### src/rtl/id_decode_stage.sv
// MIPS32 ID stage: register file with WB write-through bypass, control decode, sign extend, load-use stall.
// Zero-cycle combinational outputs; Stall holds IF and forces a control bubble into ID/EX.
module id_decode_stage (
    input  logic        Clk,
    input  logic        Reset,
    input  logic [31:0] Instruction_ID,
    input  logic [31:0] PC_Plus_4_ID,
    input  logic        RegWrite_WB,
    input  logic [4:0]  Write_Register_WB,
    input  logic [31:0] Write_Data_WB,
    input  logic        MemRead_EX,
    input  logic [4:0]  Rt_EX,
    output logic        RegWrite_ID,
    output logic        MemtoReg_ID,
    output logic        Branch_ID,
    output logic        MemRead_ID,
    output logic        MemWrite_ID,
    output logic        RegDst_ID,
    output logic        ALUSrc_ID,
    output logic [1:0]  ALUOp_ID,
    output logic [31:0] Read_Data_1_ID,
    output logic [31:0] Read_Data_2_ID,
    output logic [31:0] Sign_Extend_Instruction_ID,
    output logic        Stall,
    output logic        Illegal_Opcode_ID
);

    localparam logic [5:0] OP_RTYPE = 6'b000000;
    localparam logic [5:0] OP_LW    = 6'b100011;
    localparam logic [5:0] OP_SW    = 6'b101011;
    localparam logic [5:0] OP_BEQ   = 6'b000100;
    localparam logic [5:0] OP_ADDI  = 6'b001000;

    logic [31:0] rf [0:31];
    logic [5:0]  opcode;
    logic [4:0]  rs;
    logic [4:0]  rt;
    logic        wb_wr;
    logic        rt_is_src;
    logic        hazard;
    logic [8:0]  ctl;
    logic        illegal;

    assign opcode = Instruction_ID[31:26];
    assign rs     = Instruction_ID[25:21];
    assign rt     = Instruction_ID[20:16];
    assign wb_wr  = RegWrite_WB && (Write_Register_WB != 5'd0);

    always_ff @(posedge Clk or posedge Reset) begin
        if (Reset) begin
            for (int i = 0; i < 32; i++) rf[i] <= 32'd0;
        end else if (wb_wr) begin
            rf[Write_Register_WB] <= Write_Data_WB;
        end
    end

    // Entry 0 is never written, but reads of $0 are forced to zero explicitly anyway.
    always_comb begin
        Read_Data_1_ID = 32'd0;
        Read_Data_2_ID = 32'd0;
        if (!Reset) begin
            if (rs != 5'd0)
                Read_Data_1_ID = (wb_wr && Write_Register_WB == rs) ? Write_Data_WB : rf[rs];
            if (rt != 5'd0)
                Read_Data_2_ID = (wb_wr && Write_Register_WB == rt) ? Write_Data_WB : rf[rt];
        end
    end

    assign Sign_Extend_Instruction_ID = {{16{Instruction_ID[15]}}, Instruction_ID[15:0]};

    assign rt_is_src = (opcode == OP_RTYPE) || (opcode == OP_SW) || (opcode == OP_BEQ);
    assign hazard    = MemRead_EX && (Rt_EX != 5'd0) &&
                       ((Rt_EX == rs) || ((Rt_EX == rt) && rt_is_src));
    assign Stall     = hazard && !Reset;

    // ctl = {RegDst, ALUSrc, MemtoReg, RegWrite, MemRead, MemWrite, Branch, ALUOp[1:0]}
    always_comb begin
        ctl     = 9'd0;
        illegal = 1'b0;
        case (opcode)
            OP_RTYPE: ctl = 9'b1_0_0_1_0_0_0_10;
            OP_LW:    ctl = 9'b0_1_1_1_1_0_0_00;
            OP_SW:    ctl = 9'b0_1_0_0_0_1_0_00;
            OP_BEQ:   ctl = 9'b0_0_0_0_0_0_1_01;
            OP_ADDI:  ctl = 9'b0_1_0_1_0_0_0_00;
            default:  illegal = 1'b1;
        endcase
        if (Reset || hazard) begin
            ctl     = 9'd0;
            illegal = 1'b0;
        end
    end

    assign RegDst_ID         = ctl[8];
    assign ALUSrc_ID         = ctl[7];
    assign MemtoReg_ID       = ctl[6];
    assign RegWrite_ID       = ctl[5];
    assign MemRead_ID        = ctl[4];
    assign MemWrite_ID       = ctl[3];
    assign Branch_ID         = ctl[2];
    assign ALUOp_ID          = ctl[1:0];
    assign Illegal_Opcode_ID = illegal;

endmodule

### config.mk
export PLATFORM = sky130hd
export DESIGN_NAME = id_decode_stage
export DESIGN_NICKNAME = d
export VERILOG_FILES = /design/src/rtl/id_decode_stage.sv
export SDC_FILE = /design/constraint.sdc
export NUM_CORES = 2
export LEC_CHECK = 0
export ABC_AREA = 1
export CORE_ASPECT_RATIO = 0.6
export CORE_MARGIN = 3
export CORE_UTILIZATION = 39
export DETAILED_ROUTE_END_ITERATION = 8
export SYNTH_ARGS = -nofsm -noshare
export SYNTH_HDL_FRONTEND = slang
export SYNTH_SLANG_ARGS = --single-unit
### constraint.sdc
create_clock -name Clk -period 76.3 [get_ports Clk]
set_input_delay 15.26 -clock Clk [delete_from_list [all_inputs] [get_ports Clk]]
set_output_delay 15.26 -clock Clk [all_outputs]
set_load 0.005 [all_outputs]
==> reports/metrics.json <==
{
  "max_clock_freq_mhz": 28.2,
  "cp_data_arrival_time_ns": 20.15,
  "worstSetupStartpointType": "input port",
  "initial_antenna_violation_count": 12,
  "netlist.top_cell.by_area": "sky130_fd_sc_hd__dfrtp_1",
  "wl_final_microns": 257000,
  "synth_top_area_share_pct": 41.6,
  "area_growth_syn_to_layout_pct": 8.51,
  "synth.cell_area_sq_mm": 0.0616,
  "leakagePower_nw": 34.1,
  "headroom_to_the_max_slew_limit_pct": 13.2,
  "ys.warnings.count": 0,
  "final_max_slew_viol_count": 0,
  "initial_utilization_pct": 39.4,
  "timing.critical_path.to_type": "primary output",
  "largest_register_ffs": 1024,
  "grt_start_max_net_pins": 190,
  "max_slew.worst_pin.slew_ns": 1.30,
  "clock_tree.htree_level_count": 3,
  "die-width_microns": 519,
  "viasPerCell": 5.64,
  "post-layout-total-power_mw": 1.64,
  "route.detailed.wl_per_inst_microns": 23.2,
  "clk-insertion-delay-late_ns": 0.73,
  "final.setup.tns_ns": 0,
  "cts_root_buffer": "sky130_fd_sc_hd__clkbuf_16",
  "ctsResizeCount": 0,
  "dominantRegCellSynth": "sky130_fd_sc_hd__dfrtp_1",
  "cts_post_setup_buffers_inserted": 0,
  "avgSynthCellArea_sq_um": 6.60,
  "syn_nets": 9438,
  "gp_congestion": 0.847,
  "design.portCount": 217,
  "share_seq_of_total_power_pct": 42.4,
  "finalClockSkew_ns": 0,
  "tritoncts": "done",
  "final_min_period_over_clock_period_pct": 46.4,
  "placement.io_buffers": 136,
  "synth_most_common_cell": "sky130_fd_sc_hd__nand2_1",
  "grt_residual_overflow": 0,
  "crit_path_start": "Instruction_ID[17]",
  "worstHoldStart": "rf[1021]$_DFFE_PP0P_",
  "hold_path.class": "reg2reg",
  "peakVddDrop_uv": 17.4,
  "synth-seq-area-share_pct": 41.6,
  "sw_frac_of_total_pct": 33.5,
  "cts.sinks": 1024,
  "synth-edff-count": 0,
  "switchingPower_uw": 548,
  "synthTopCellsByArea": "sky130_fd_sc_hd__dfrtp_1 42%, sky130_fd_sc_hd__nand2_1 21%, sky130_fd_sc_hd__nand3_1 13%",
  "placeableCoreArea_sq_mm": 0.156,
  "timing.critical_path.fanout_max": 120,
  "final_net_count": 8993,
  "num_vias": 62600,
  "rsz0062_at_grt": "false",
  "reg_top3": "rf x1024",
  "path_clk_slew_ns": 0.07,
  "grt_util_all_layers_pct": 30.8,
  "regToRegStartpoint": "rf[474]$_DFFE_PP0P_",
  "largest-register": "rf",
  "setup.worst_path.class": "in2out",
  "timing.critical_path.required_ns": 61.04,
  "core.rowCount": 112,
  "finalHoldViolCount": 0,
  "finalWorstPathRequiredPeriod_ns": 35.41,
  "layout-drive-gt1-share_pct": 4.43,
  "synth.ff_latch_count": 1024,
  "internal-power_mw": 1.09,
  "netlist_top_cells_count": "3463 x sky130_fd_sc_hd__nand2_1, 1602 x sky130_fd_sc_hd__nand3_1, 1051 x sky130_fd_sc_hd__inv_1",
  "post-dp-hpwl_microns": 139000,
  "detail_route.iter0.violations": 8842,
  "synth-async-reset-ratio_pct": 100,
  "remaining_drc_errors": 0,
  "share_comb_of_total_power_pct": 23.5,
  "setup_viol": 0,
  "power_per_cell_area_mw_per_mm2": 24.5,
  "drt-pass1-iter-count": 8,
  "clock_path_buffers": 3,
  "area_of_the_die_sq_mm": 0.163,
  "yosys.cell_types.count": 34,
  "run_status": "finished, final reports clean",
  "maxCapViolations": 0,
  "fp.dieH_microns": 314,
  "netlist_instances": 9328,
  "cts.hold.buffers_added": 0,
  "ant_nets_after_route": 0,
  "first_pass_grt_wire_length_microns": 381000,
  "numCtsBuffers": 101,
  "first_global_vias": 57900,
  "power_frac_clock_pct": 34.1
}
==> metrics by stage <==
stage | util (%) | worst slack [ns] | cells | hold WS (ns) | instance area [sq um]
global route | 42.8 | 40.94 | 11100 | 0.394 | 66800
detailed placement | 40.5 | 41.14 | 10900 | 0.368 | 63200
global placement | 40.5 | 41.15 | 10900 | 0.366 | 63200
floorplan | - | 20.08 | 9328 | 0.429 | 61600
finish | 42.8 | 40.89 | 11100 | 0.386 | 66800
CTS | 42.8 | 41.14 | 11100 | 0.383 | 66800
==> critical path: stages <==
cell and delay [ns]:
sky130_fd_sc_hd__buf_8 0.30, sky130_fd_sc_hd__inv_8 0.59, sky130_fd_sc_hd__buf_4 0.69, sky130_fd_sc_hd__buf_4 0.63, sky130_fd_sc_hd__buf_12 0.54, sky130_fd_sc_hd__nand3_1 0.15, sky130_fd_sc_hd__nand2_1 0.10, sky130_fd_sc_hd__nand2_1 0.07
sky130_fd_sc_hd__nand3_1 0.18, sky130_fd_sc_hd__nand3_1 0.09, sky130_fd_sc_hd__nand3_1 0.28, sky130_fd_sc_hd__nand2_1 0.18, sky130_fd_sc_hd__inv_1 0.09, sky130_fd_sc_hd__clkdlybuf4s50_1 0.53
==> worst paths after layout <==
kind / depth (start not counted) / slack (ns) / end
setup / recovery: 14 / 40.89 / Read_Data_2_ID[19]
hold / removal: 0 / 0.39 / rf[1021]$_DFFE_PP0P_
setup reg to reg: 2 / 75.54 / rf[474]$_DFFE_PP0P_
hold reg to reg: 0 / 0.39 / rf[1021]$_DFFE_PP0P_
max in group asynchronous: 7 / 57.14 / rf[367]$_DFFE_PP0P_
min in group asynchronous: 2 / 15.00 / rf[603]$_DFFE_PP0P_
==> kinds of logic (layout without fill, tap and decap cells) <==
family	Yosys count	after routing	synth area share, %
flops	1024	1024	41.6
simple gates	5197	5197	35.5
xor+xnor	15	15	0.213
other cells	0	9	0
buf+inv	1867	1506	12.2
compound gates	1225	1225	10.5
==> layer usage <==
layer / up-vias / part of all wire, % / GRT usage, % / wire, microns
met2: 3955 / 40 / 44.3 / 104000
met1: 29500 / 42 / 43.3 / 107000
met4: 12 / 4.4 / 12.4 / 11300
li1: 28400 / - / - / -
met5: - / 0.028 / 0 / 73
met3: 650 / 13 / 8.84 / 34000
==> layout make-up <==
class / count / area, sq um
sequential: 1024 / 25600
clock buffer: 153 / 3130
antenna: 9 / 22.5
tap: 2109 / 2640
multi-input combinational: 6437 / 28600
inverter: 1074 / 4080
timing repair buffer: 245 / 2250
clock inverter: 34 / 477
fill: 16200 / 89300
==> power groups by stage <==
stage,Combinational (mW),Sequential [mW],Clock [mW]
after global placement,0.364,0.699,0
final,0.385,0.695,0.558
after global routing,0.440,0.706,0.586
after floorplan,0.280,0.694,0
after CTS,0.378,0.694,0.563
after detailed placement,0.377,0.702,0
==> cells in the final DEF, fill, tap and decap left out, types with 24 or more instances in the layout <==
cell type                            n
sky130_fd_sc_hd__a21oi_1            52
sky130_fd_sc_hd__buf_4             108
sky130_fd_sc_hd__clkbuf_16         106
sky130_fd_sc_hd__clkbuf_8           30
sky130_fd_sc_hd__clkdlybuf4s50_1   126
sky130_fd_sc_hd__dfrtp_1          1024
sky130_fd_sc_hd__inv_1            1044
sky130_fd_sc_hd__nand2_1          3456
sky130_fd_sc_hd__nand2_4            26
sky130_fd_sc_hd__nand3_1          1602
sky130_fd_sc_hd__nor2_1             54
sky130_fd_sc_hd__o211ai_1           82
sky130_fd_sc_hd__o21ai_0           958
sky130_fd_sc_hd__o21ai_1            91
sky130_fd_sc_hd__o21ai_2            24
No activity file was read; power rests on OpenSTA's default activity.
